[src/rtl/uart_rx_stream.sv]
// UART receiver: 2-flop synchronised rxd, 8N1 framing, words presented on a valid/ready stream port.
// Bit period is fixed at elaboration as CLK_RATE/BAUD_RATE clocks.
module uart_rx_stream #(
   parameter int block_WIDTH = 8,
   parameter int CLK_RATE    = 100000000,
   parameter int BAUD_RATE   = 115200
) (
   input  logic                   clk,
   input  logic                   rst,
   input  logic                   rxd,
   output logic [block_WIDTH-1:0] m_axis_tdata,
   output logic                   m_axis_tvalid,
   input  logic                   m_axis_tready,
   output logic                   busy,
   output logic                   overrun_error,
   output logic                   frame_error
);

   localparam int P  = CLK_RATE / BAUD_RATE;
   localparam int CW = $clog2(P);
   localparam int IW = $clog2(block_WIDTH + 1);

   localparam logic [CW-1:0] HALF_LOAD = CW'(P / 2 - 1);
   localparam logic [CW-1:0] FULL_LOAD = CW'(P - 1);
   localparam logic [IW-1:0] LAST_IDX  = IW'(block_WIDTH - 1);

   typedef enum logic [1:0] {IDLE, START, DATA, STOP} state_t;

   state_t                 state;
   state_t                 state_next;
   logic                   s1, s2, s3;
   logic [1:0]             live;
   logic                   armed;
   logic [CW-1:0]          cnt;
   logic [IW-1:0]          idx;
   logic [block_WIDTH-1:0] shreg;
   logic                   tick;
   logic                   start_edge;
   logic                   word_done;
   logic                   stop_bad;

   // live marks when s2 holds a real line sample rather than its reset value;
   // armed waits for a genuine high so a line held low across reset cannot start a frame.
   always_ff @(posedge clk) begin
      if (rst) begin
         s1    <= 1'b1;
         s2    <= 1'b1;
         s3    <= 1'b1;
         live  <= '0;
         armed <= 1'b0;
      end else begin
         s1   <= rxd;
         s2   <= s1;
         s3   <= s2;
         live <= {live[0], 1'b1};
         if (live[1] && s2)
            armed <= 1'b1;
      end
   end

   always_ff @(posedge clk) begin
      if (rst)
         state <= IDLE;
      else
         state <= state_next;
   end

   always_comb begin
      state_next = state;
      case (state)
         IDLE:    if (start_edge) state_next = START;
         START:   if (tick) state_next = s2 ? IDLE : DATA;
         DATA:    if (tick && idx == LAST_IDX) state_next = STOP;
         STOP:    if (tick) state_next = IDLE;
         default: state_next = IDLE;
      endcase
   end

   always_comb begin
      tick       = (cnt == '0);
      start_edge = armed && !s2 && s3;
      busy       = (state != IDLE);
      word_done  = (state == STOP) && tick && s2;
      stop_bad   = (state == STOP) && tick && !s2;
   end

   always_ff @(posedge clk) begin
      if (rst) begin
         cnt           <= '0;
         idx           <= '0;
         shreg         <= '0;
         m_axis_tdata  <= '0;
         m_axis_tvalid <= 1'b0;
         overrun_error <= 1'b0;
         frame_error   <= 1'b0;
      end else begin
         overrun_error <= 1'b0;
         frame_error   <= stop_bad;
         case (state)
            IDLE: begin
               if (start_edge)
                  cnt <= HALF_LOAD;
            end
            START: begin
               if (tick) begin
                  cnt <= FULL_LOAD;
                  idx <= '0;
               end else begin
                  cnt <= cnt - CW'(1);
               end
            end
            DATA: begin
               if (tick) begin
                  shreg <= {s2, shreg[block_WIDTH-1:1]};
                  cnt   <= FULL_LOAD;
                  idx   <= idx + IW'(1);
               end else begin
                  cnt <= cnt - CW'(1);
               end
            end
            STOP: begin
               if (!tick)
                  cnt <= cnt - CW'(1);
            end
            default: cnt <= '0;
         endcase
         // A completing word wins over the clear; it is an overrun only if the old word was not taken.
         if (word_done) begin
            m_axis_tdata  <= shreg;
            m_axis_tvalid <= 1'b1;
            overrun_error <= m_axis_tvalid && !m_axis_tready;
         end else if (m_axis_tvalid && m_axis_tready) begin
            m_axis_tvalid <= 1'b0;
         end
      end
   end

endmodule
[config.mk]
export PLATFORM = sky130hd
export DESIGN_NAME = uart_rx_stream
export DESIGN_NICKNAME = d
export VERILOG_FILES = /design/src/rtl/uart_rx_stream.sv
export SDC_FILE = /design/constraint.sdc
export NUM_CORES = 1
export LEC_CHECK = 0
export ABC_AREA = 1
export CAP_MARGIN = 20
export CORE_MARGIN = 2
export CORE_UTILIZATION = 50
export DETAILED_ROUTE_END_ITERATION = 10
export PLACE_DENSITY = 0.71
export SLEW_MARGIN = 20
export SYNTH_ARGS = -nofsm -noshare
export SYNTH_HDL_FRONTEND = slang
export SYNTH_SLANG_ARGS = --single-unit
[constraint.sdc]
create_clock -name clk -period 2.25 [get_ports clk]
set_clock_uncertainty 0.05 [all_clocks]
set_input_delay 0.225 -clock clk [delete_from_list [all_inputs] [get_ports clk]]
set_output_delay 0.225 -clock clk [all_outputs]
set_load 0.05 [all_outputs]
# ---- After elaboration in Yosys (flattened, before gate mapping)
# Cells that the tools add are included.
dict set report op_classes {
  bitwise_logic 1
  order_cmp 0
  n_shift 0
  n_mux 16
  add_sub_neg 2
  div 0
  n_mul 0
  eq_ne 10
  n_reduce_logical 22
}
# op count
set ops {}
lappend ops {{10-bit 2-to-1 mux} 3}
lappend ops {{10-bit one-hot mux with 3 select lines} 1}
lappend ops {{2-bit inequality test, second input constant} 6}
lappend ops {{10-bit zero test} 1}
lappend ops {{2-bit 2-to-1 mux} 5}
lappend ops {{10-bit by 1-bit subtractor with 10-bit output, second input constant} 1}
lappend ops {{1-bit logical AND} 9}
lappend ops {{4-bit 2-to-1 mux} 2}
lappend ops {{2-bit one-hot mux with 4 select lines} 1}
lappend ops {{4-bit one-hot mux with 2 select lines} 1}
lappend ops {{2-bit nonzero test} 3}
lappend ops {{4-bit by 1-bit adder with 4-bit output, second input constant} 1}
lappend ops {{2-bit == test, second input constant} 2}
lappend ops {{4-bit by 3-bit == test with 1-bit output, second input constant} 1}
lappend ops {{2-bit AND reduction} 2}
lappend ops {{4-bit AND reduction} 1}
lappend ops {{2-bit OR reduction} 2}
lappend ops {{1-bit 2-to-1 mux} 3}
lappend ops {{3-bit AND reduction} 1}
lappend ops {{2-bit by 1-bit == test with 1-bit output, second input constant} 1}
lappend ops {{1-bit zero test} 2}
lappend ops {{2-bit zero test} 1}
lappend ops {{1-bit inverter} 1}
dict set report word_totals {
  ff_bits 41
  rom_bits 0
  mem_bits_rw 0
  out_inout_bits 12
  memories 0
  in_bits 4
  wordCells 65
  latchBits 0
}

# ---- Depth between registers and ports, before layout
dict set report depth {
  word_depth 5
  depth_mapped 11
  depth_no_buf 11
}

# ---- Worst setup path after synthesis
# No wires, ideal clock.
dict set report synth_path {
  path_kind {register to register}
  startpoint {reg state[0]}
  endpoint {reg cnt[5]}
  stages_incl_launch_ff 7
  period_less_slack_ps 1619
  setup_ps 117
  required_ps 2083
  path_buffers 0
  path_slack_ps 631
  t_arrival_ps 1452
  cell_sequence {dfxtp_1 inv_1 ha_1 inv_1 nand2_1 nor3b_1 nor2_1}
}
dict set report synth_between {
  elab_chain_cells 3
  elab_cells_between_ends 9
  classes_between {eq/ne (5); mux (1); reduce/logical (3)}
}
# element line_no
set synth_rtl {}
lappend synth_rtl {{from (decl)} 29} ;# state_t state;
lappend synth_rtl {{from (signal assigned)} 65} ;# state <= state_next;
lappend synth_rtl {{2-bit == test (tied with other cells)} 99} ;# case (state)
lappend synth_rtl {{2-bit OR reduction (no source line) / 2-bit inequality test (equally long branches)} -}
lappend synth_rtl {{10-bit one-hot mux with 3 select lines / 2-bit AND reduction (equally long branches)} -}
lappend synth_rtl {{to (signal assigned)} 109} ;# cnt <= cnt - CW'(1);
lappend synth_rtl {{to (signal assigned)} 118} ;# cnt <= cnt - CW'(1);
lappend synth_rtl {{to (signal assigned)} 123} ;# cnt <= cnt - CW'(1);
lappend synth_rtl {{to (decl)} 34} ;# logic [CW-1:0] cnt;
# Parallel ways exist; a longest one is shown, timed or not.
# A chain may end at the register's enable or synchronous reset.

# ---- Final worst setup path
dict set report layout_path {
  startpoint {reg m_axis_tdata[7]}
  endpoint {out m_axis_tdata[7]}
}
# element line_no
set layout_rtl {}
lappend layout_rtl {{from (decl)} 11} ;# output logic [block_WIDTH-1:0] m_axis_tdata,
lappend layout_rtl {{from (signal assigned)} 129} ;# m_axis_tdata <= shreg;
# No word-level cell between the ends.

==> impl_metrics.ini <==
[timing]
tightest_slew_ps = 522.5
max_slew_margin_pct = 65.04
maxSlewViolCount = 0
setup_tns_ps = 0
min_period_over_period_pct = 77.06
hold_viol = 0
whs_ps = 358.7
min_period_ps = 1734
clock.fmax_ghz = 0.5768
setup_viol = 0
rsz0062_at_grt = false

[cts]
ctsHoldBuffers = 0
insertion_delay_ps = 290
post_cts_resized = 0
path_clk_slew_ps = 70
htreeDepth = 2
post_cts_buffers = 0
clock-root-buffer = clkbuf_8
cts_inserted_buffers = 5
cts_buffer_depth = 2
cts_tree = built
numClockSinks = 41

[grt]
grt_pass1_wl_um = 6196
gr-total-overflow = 0
grt_max_degree = 21
grt.total_usage_pct = 18.91
antenna_found_initial = 0
first_global_vias = 1410

[critical_path]
crit_chain = clkdlybuf4s50_1
path_delay_family = buffers and inverters
crit_required_ps = 1980
cp_num_buf_inv = 1
critPathMaxFanout = 2
endpoint_kind = output pin
crit_type = reg2out
cp-start-kind = flop
arrival_ps = 1460
crit_path_top_delay_cell = clkdlybuf4s50_1
critPathMaxStageDelay_ps = 810

[run]
maxCapViolCount = 0

[detailed_routing]
drt-initial-drc-count = 146
wl_um = 3561
first_pass_iters = 4
routedWlPerCell_um = 11.41
drc_errors = 0
via_per_inst = 5.071
antenna_left = 0
via_count = 1582

[synthesis]
syn-cell-area_um2 = 1863
synth_top_flop_cell = dfxtp_1
yosysUniqueCellTypes = 31
async_flop_share_pct = 0
yosysSeqAreaShare_pct = 44.06
synth_cells = 245
synth-edff-count = 0
yosysWarnings = 0
synth_nets = 255
ys_ff_latch = 41
avgSynthCellArea_um2 = 7.604

[layout]
area_growth_pct = 15.45
fillerInstances = 344
layoutNonFillerInstCount = 312
layout-drive-gt1-share_pct = 11.36
final_util_pct = 59.19
nets = 274
num_antenna_cells = 0

[placement]
io_buffers = 15
dp_hpwl_um = 2563
post-place-cells = 305
gp_congestion = 0.9074

[power_and_ir_drop]
leakage_nw = 0.9058
irDropWorstVdd_uv = 613.0
pwr-share-comb_pct = 42.2
p_seq_share_pct = 35.5
sw_frac_of_total_pct = 40.71
clkPwrFrac_pct = 22.4
intPower_w = 0.001495
power.total_w = 0.002522
p_sw_w = 0.001027
cellPowerDensity_nw_per_um2 = 1172

[die]
dieArea_um2 = 4230
fp.dieH_um = 65.04
die_x_um = 65.04
start_util_pct = 51.27
io_pins = 16
core_um2 = 3633
rows = 22

[min_path]
hp-class = reg2reg

[run_status]
status = finished, final reports clean
final timing paths:
check	start	end	slack, ps	depth (start not counted)
worst max-delay path	m_axis_tdata[7]$_SDFFE_PP0P_	m_axis_tdata[7]	520	1
worst min-delay path	live[0]$_DFF_P_	live[1]$_SDFF_PP0_	360	2
worst max register to register	state[0]$_SDFFE_PP0P_	cnt[1]$_SDFFE_PP0P_	530	7
worst min register to register	live[0]$_DFF_P_	live[1]$_SDFF_PP0_	360	2
synthesized netlist by cell type, types with 3 or more instances:
master / count / area, um^2
nand2_1: 38 / 142.6
or2_2: 3 / 18.77
nand3_1: 11 / 55.05
o21ai_1: 3 / 15.01
dfxtp_1: 41 / 820.8
ha_1: 6 / 75.07
o21ai_0: 23 / 115.1
inv_1: 29 / 108.9
nor2_1: 34 / 127.6
nor2_2: 4 / 25.02
a21oi_1: 25 / 125.1
placed cells by master, fill, tap and decap left out, types with 2 or more instances in the layout:
master	count
inv_1	29
a21oi_1	25
clkbuf_8	5
nand2_2	2
o21ai_2	2
o21ai_1	3
clkdlybuf4s50_1	14
dfxtp_1	41
xnor2_1	2
nand3_1	11
nor2_1	34
nor2_2	4
ha_1	6
nor2_4	2
nand3_2	2
a21oi_2	2
o21ai_0	23
nand4_1	2
buf_4	3
nand2_1	38
or2_2	3
per-stage QoR:
stage / setup WS [ps] / cell area [um^2]
3_3_place_gp: 592.9 / 2047
5_1_grt: 365.1 / 2151
3_5_place_dp: 524.7 / 2047
4_1_cts: 495.8 / 2151
2_1_floorplan: 631.0 / 1863
6_report: 516.2 / 2151
state kept, by name, summed over array words and instances, names as in the netlist, named ones only:
signal / cells
frame_error: 1
shreg: 8
m_axis_tdata: 8
cnt: 10
state: 1
armed: 1
m_axis_tvalid: 1
live: 2
s1: 1
idx: 4
overrun_error: 1
s2: 1
s3: 1
kinds of logic (layout without fill, tap and decap cells):
kind of cell | count (synthesis) | in the layout | share of synthesized area [%]
AOI/OAI and AO/OA | 56 | 56 | 16.05
and+or+nand+nor | 103 | 103 | 26.12
DFF | 41 | 41 | 44.06
buffers and inverters | 36 | 55 | 8.327
xor gates and xnor gates | 3 | 3 | 1.411
adders and majority gates | 6 | 6 | 4.029
per-layer routing:
metal	up-vias	track usage [%]	part of all wire, %
met2	36	28.61	45
met1	712	25.73	48
met3	8	5.208	5.6
li1	826	-	-
met5	-	0	0
met4	0	7.031	1.8
area by class of cell:
cell class                      instances  area (um^2)  share of cell area, %
Timing Repair Buffer                   17        162.7                  7.563
Tap cell                               48        60.06                  2.792
Inverter                               31        116.4                  5.410
Sequential cell                        41        820.8                  38.16
Clock buffer                            5        68.82                  3.200
Multi-Input combinational cell        168        887.1                  41.24
Clock inverter                          2        35.03                  1.629
power by group through the flow:
stage	registers, W	clock network, W	logic, W
after floorplan	0.000892	0	0.000869
after CTS	0.000894	0.000579	0.00107
after detailed placement	0.000911	0	0.00106
after global placement	0.000907	0	0.00107
after global routing	0.000908	0.000602	0.00122
final	0.000894	0.000564	0.00106
No activity file was read; power rests on OpenSTA's default activity.
